## src/rtl/systolic_ctrl.sv

```systemverilog
// Sequencer for the 2x2 systolic array: latches operands, clears the array, feeds the skewed stream, returns C.
// Optional build macro SYS_CTRL_TIMEOUT_EN bounds the WAIT state and flags err on expiry.
module systolic_ctrl #(
   parameter int DW          = 8,
   parameter int CW          = 15,
   parameter int CLR_CYC     = 1,
   parameter int TIMEOUT_CYC = 16
) (
   input  logic            clk,
   input  logic            rst,
   input  logic            start,
   output logic            ready,
   input  logic [4*DW-1:0] a_mat,
   input  logic [4*DW-1:0] b_mat,
   output logic            out_valid,
   input  logic            out_ready,
   output logic [4*CW-1:0] c_mat,
   output logic            busy,
   output logic            err,
   output logic            arr_rst,
   output logic [DW-1:0]   arr_a1,
   output logic [DW-1:0]   arr_a2,
   output logic [DW-1:0]   arr_b1,
   output logic [DW-1:0]   arr_b2,
   input  logic [CW-1:0]   arr_c11,
   input  logic [CW-1:0]   arr_c12,
   input  logic [CW-1:0]   arr_c21,
   input  logic [CW-1:0]   arr_c22,
   input  logic            arr_done
);

   // One counter serves both the CLR hold and the WAIT timeout, so size it for the larger.
   localparam int CLR_W = $clog2(CLR_CYC + 1);
   localparam int TO_W  = $clog2(TIMEOUT_CYC + 1);
   localparam int CNTW  = (CLR_W > TO_W) ? CLR_W : TO_W;
   localparam logic [CNTW-1:0] CLR_LAST = CNTW'(CLR_CYC - 1);
`ifdef SYS_CTRL_TIMEOUT_EN
   localparam logic [CNTW-1:0] TO_LAST  = CNTW'(TIMEOUT_CYC - 1);
`endif

   typedef enum logic [2:0] {
      IDLE, CLR, F0, F1, F2, F3, WAIT, RESP
   } state_t;

   state_t          state;
   logic [4*DW-1:0] a_q;
   logic [4*DW-1:0] b_q;
   logic [CNTW-1:0] cnt;

   always_ff @(posedge clk or negedge rst) begin
      if (!rst) begin
         state     <= IDLE;
         a_q       <= '0;
         b_q       <= '0;
         cnt       <= '0;
         ready     <= 1'b1;
         busy      <= 1'b0;
         out_valid <= 1'b0;
         err       <= 1'b0;
         c_mat     <= '0;
         arr_rst   <= 1'b0;
         arr_a1    <= '0;
         arr_a2    <= '0;
         arr_b1    <= '0;
         arr_b2    <= '0;
      end else begin
         case (state)
            IDLE: begin
               arr_rst <= 1'b1;
               if (start && ready) begin
                  a_q     <= a_mat;
                  b_q     <= b_mat;
                  cnt     <= '0;
                  arr_rst <= 1'b0;
                  ready   <= 1'b0;
                  busy    <= 1'b1;
                  err     <= 1'b0;
                  state   <= CLR;
               end
            end
            CLR: begin
               if (cnt == CLR_LAST) begin
                  arr_rst <= 1'b1;
                  arr_a1  <= a_q[0*DW +: DW];
                  arr_b1  <= b_q[0*DW +: DW];
                  arr_a2  <= '0;
                  arr_b2  <= '0;
                  state   <= F0;
               end else begin
                  cnt <= cnt + CNTW'(1);
               end
            end
            F0: begin
               arr_a1 <= a_q[1*DW +: DW];
               arr_b1 <= b_q[2*DW +: DW];
               arr_a2 <= a_q[2*DW +: DW];
               arr_b2 <= b_q[1*DW +: DW];
               state  <= F1;
            end
            F1: begin
               arr_a1 <= '0;
               arr_b1 <= '0;
               arr_a2 <= a_q[3*DW +: DW];
               arr_b2 <= b_q[3*DW +: DW];
               state  <= F2;
            end
            F2: begin
               arr_a1 <= '0;
               arr_b1 <= '0;
               arr_a2 <= '0;
               arr_b2 <= '0;
               state  <= F3;
            end
            F3: begin
               cnt   <= '0;
               state <= WAIT;
            end
            WAIT: begin
               if (arr_done) begin
                  c_mat     <= {arr_c22, arr_c21, arr_c12, arr_c11};
                  out_valid <= 1'b1;
                  state     <= RESP;
`ifdef SYS_CTRL_TIMEOUT_EN
               end else if (cnt == TO_LAST) begin
                  err       <= 1'b1;
                  out_valid <= 1'b1;
                  state     <= RESP;
               end else begin
                  cnt <= cnt + CNTW'(1);
`endif
               end
            end
            RESP: begin
               if (out_ready) begin
                  out_valid <= 1'b0;
                  ready     <= 1'b1;
                  busy      <= 1'b0;
                  state     <= IDLE;
               end
            end
            default: state <= IDLE;
         endcase
      end
   end

endmodule

```

## config.mk

```make
export PLATFORM = sky130hd
export DESIGN_NAME = systolic_ctrl
export DESIGN_NICKNAME = d
export VERILOG_FILES = /design/src/rtl/systolic_ctrl.sv
export SDC_FILE = /design/constraint.sdc
export NUM_CORES = 1
export LEC_CHECK = 0
export BUFFER_PORTS_ARGS = -buffer_cell sky130_fd_sc_hd__buf_4
export CAP_MARGIN = 0
export CORE_ASPECT_RATIO = 0.5
export CORE_UTILIZATION = 55
export DETAILED_ROUTE_END_ITERATION = 8
export GPL_TIMING_DRIVEN = 1
export PLACE_DENSITY = 0.85
export SKIP_LAST_GASP = 1
export SYNTH_ARGS = -nofsm -noshare
export SYNTH_HDL_FRONTEND = slang
export SYNTH_SLANG_ARGS = --single-unit
```

## constraint.sdc

```tcl
create_clock -name clk -period 4.8 [get_ports clk]
set_input_delay 0.96 -clock clk [delete_from_list [all_inputs] [get_ports clk]]
set_output_delay 0.96 -clock clk [all_outputs]
set_load 0.02 [all_outputs]
```

==> out/qor.csv <==
metric,value,unit
status,"complete, no violations",
num ports,226,
Power Dens Cells,727,nW/µm²
"Avg Cell Area, Syn",13.6,µm²
clock tree sinks,168,
DRC,0,
Pleak,4.54,nW
DR iter-0 viols,337,
GRT Util Overall,0.255,
clock buffer depth,2,
slowest cell on the critical path,dfrtp_2,
post-synth cell types,47,
Synth top area share,0.594,
Final Max Slew Viols,0,
crit path from,state[2]$_DFFE_PN0P_,
relative slew slack,0.239,
number of failing hold endpoints at the final stage,0,
Inserted Diodes,0,
Post-synth EDFFs,0,
Post-synth top cells,"dfrtp_1 (167), mux2_2 (125), nand2_1 (41)",
vias per inst,5.49,
Synth Register Bits,168,
height of the die,82.0,µm
antenna violations before repair,0,
# Post-CTS Setup Buffers,0,
number of max-cap violations,0,
CP endpoint kind,register,
r2r endpoint,arr_b2[5]$_DFFE_PN0P_,
Reg2Reg Depth,5,
GR Overflow Total,0,
post-CTS sizing,0,
fill cell count,761,
Crit Path Category,register to register,
DR pass1 iterations,4,
synth top area cells,"dfrtp_1 (59%), mux2_2 (20%), nand2_1 (2.2%), o31ai_2 (2.1%), a221oi_1 (2.0%)",
Worst Tran Pin Value,1.14,ns
fmax,0.345,GHz
CTS tree,done,
die area,13300,µm²
Peak supply drop,0.355,mV
site row count,28,
Hold/Removal Path Class,register to register,
H-tree depth,4,
Critical Path Start Type,register,
Inserted Clock Buffers,17,
later-pin clock latency in the skew report,0.42,ns
detailed-route wire length per cell,18.6,µm
CP Depth,5,
worst reg2reg setup slack,1.90,ns
pin count of the biggest net entering global routing,119,
core area,12200,µm²
vias in the first global route,4858,
Tcrit/Tclk final,0.604,
"Seq/Total Area, Yosys",0.597,
clk slew on worst S/H paths,0.07,ns
Overall Power,0.00687,W
commonest register cell after synthesis,dfrtp_1,
Max Clock Skew,0.0127,ns
Final min period,2.90,ns
post-DP HPWL,11.6,mm
nets,867,
CTS Root Cell,clkbuf_16,
I/O Buffers,224,
Die X,162,µm
Synth Cell Area,7040,µm²
area of the multi-input gates,2640,µm²
Final TNS setup,0,ns
"Largest delay share family, worst path",flip-flops,
RSZ-0062 raised after global routing,false,
Synth Instances,518,
CP cell instances,nand2b_1 -> o221a_2 -> buf_4 -> nand2_1 -> o31ai_2,
CP Buf/Inv Count,1,
WP data required,5.12,ns
final setup vio count,0,
Mapped Nets,654,
Synth warnings,0,
Critical Path Sink,arr_b2[5]$_DFFE_PN0P_,
Via Count,4993,
leading area contributor after synthesis,dfrtp_1,
Layout area overhead,34.1,%
register area,4210,µm²
first-pass GRT wire length,25.6,mm
Async SR Flop Fraction,1.00,
Placer Congestion,0.775,
start of the worst register-to-register path,state[2]$_DFFE_PN0P_,
Critical Path Max Stage Delay,1.05,ns
CP arrival,3.22,ns
layout cell share with drive strength beyond 1,0.546,
Critical Path Fanout Max,51,
Post-DRT Antenna Nets,0,
cell with the most instances after synthesis,dfrtp_1,
Post-CTS Hold Buffers,0,
Starting Density,0.579,
Routed WL,16.9,mm
-- cell families (layout without fill, tap and decap cells) --
| kind of cell | Yosys count | count (layout) | synth area share |
|---|---|---|---|
| buffers and inverters | 45 | 271 | 0.0295 |
| other | 1 | 1 | 0.000533 |
| adders and majority gates | 7 | 7 | 0.0124 |
| AOI/OAI and AO/OA | 87 | 87 | 0.0988 |
| muxes | 125 | 125 | 0.200 |
| and+or+nand+nor | 85 | 85 | 0.0615 |
| DFF | 168 | 168 | 0.597 |
-- metal layers --
metal	GRT usage	part of all wire	vias to the layer above	wire (µm)
met4	0.0934	0.016	0	268
met3	0.0566	0.046	18	784
met2	0.436	0.51	146	8660
met5	0	0	-	0
li1	-	-	2312	-
met1	0.327	0.43	2517	7210
-- where the power goes --
| group | internal (W) | leakage, nW | total (W) | switching [W] |
|---|---|---|---|---|
| logic | 0.00134 | 2.14 | 0.00287 | 0.00153 |
| clock network | 0.000846 | 0.296 | 0.00144 | 0.000590 |
| registers | 0.00210 | 2.10 | 0.00256 | 0.000466 |
| total | 0.00428 | 4.54 | 0.00687 | 0.00258 |
-- layout by cell type (no fill, tap or decap), types with 3 or more instances in the layout --
| cell type | Yosys | routed |
|---|---|---|
| buf_4 | 1 | 229 |
| dfrtp_1 | 167 | 166 |
| mux2_2 | 125 | 125 |
| nand2_1 | 41 | 41 |
| clkbuf_16 | 0 | 17 |
| nor3b_1 | 16 | 16 |
| a221oi_1 | 16 | 16 |
| o21ai_0 | 16 | 16 |
| a22oi_1 | 16 | 16 |
| o31ai_2 | 12 | 12 |
| inv_1 | 9 | 9 |
| nand3_1 | 9 | 8 |
| ha_1 | 7 | 7 |
| nor2_1 | 6 | 6 |
| o31ai_1 | 6 | 6 |
| inv_6 | 0 | 4 |
| bufinv_16 | 0 | 3 |
| clkinv_4 | 0 | 3 |
| clkinvlp_4 | 0 | 3 |
-- worst min-delay path by stage --
stage	cells after the start	slack, ns	from	endpoint
floorplan	1	0.48	a_q[23]$_DFFE_PN0P_	a_q[23]$_DFFE_PN0P_
global placement	2	0.47	arr_a1[5]$_DFFE_PN0P_	arr_a1[5]$_DFFE_PN0P_
detailed placement	2	0.47	arr_a1[7]$_DFFE_PN0P_	arr_a1[7]$_DFFE_PN0P_
CTS	2	0.49	arr_a1[5]$_DFFE_PN0P_	arr_a1[5]$_DFFE_PN0P_
global route	2	0.51	arr_a1[6]$_DFFE_PN0P_	arr_a1[6]$_DFFE_PN0P_
finish	2	0.49	arr_b2[0]$_DFFE_PN0P_	arr_b2[0]$_DFFE_PN0P_
-- through the flow --
step | worst slack [ns] | cells | utilization | hold slack (ns) | cell area [µm²]
6_report | 1.90 | 909 | 0.777 | 0.485 | 9440
5_1_grt | 1.70 | 909 | 0.777 | 0.512 | 9440
4_1_cts | 1.90 | 909 | 0.777 | 0.487 | 9440
3_5_place_dp | 1.94 | 877 | 0.725 | 0.472 | 8820
3_3_place_gp | 2.02 | 877 | 0.725 | 0.465 | 8820
2_1_floorplan | 2.69 | 518 | - | 0.480 | 7040
-- registers in the layout, summed over array words and instances, names as in the netlist --
| signal | count |
|---|---|
| c_mat | 60 |
| a_q | 32 |
| b_q | 32 |
| arr_a1 | 8 |
| arr_a2 | 8 |
| arr_b1 | 8 |
| arr_b2 | 8 |
| cnt | 5 |
| state | 3 |
| arr_rst | 1 |
| busy | 1 |
| out_valid | 1 |
| ready | 1 |
-- cell type report --
cell class,instances,area share
Tap cell,165,0.0219
Timing Repair Buffer,230,0.183
Multi-Input combinational cell,305,0.280
Clock inverter,14,0.0196
Sequential cell,168,0.446
Inverter,9,0.00358
Clock buffer,18,0.0465
-- worst min-delay path, stage by stage (launching register included) --
cell and delay [ns]:
dfrtp_1 0.35, nand2_1 0.05, o31ai_1 0.06
Note: power is estimated with default switching activity, not from simulation.
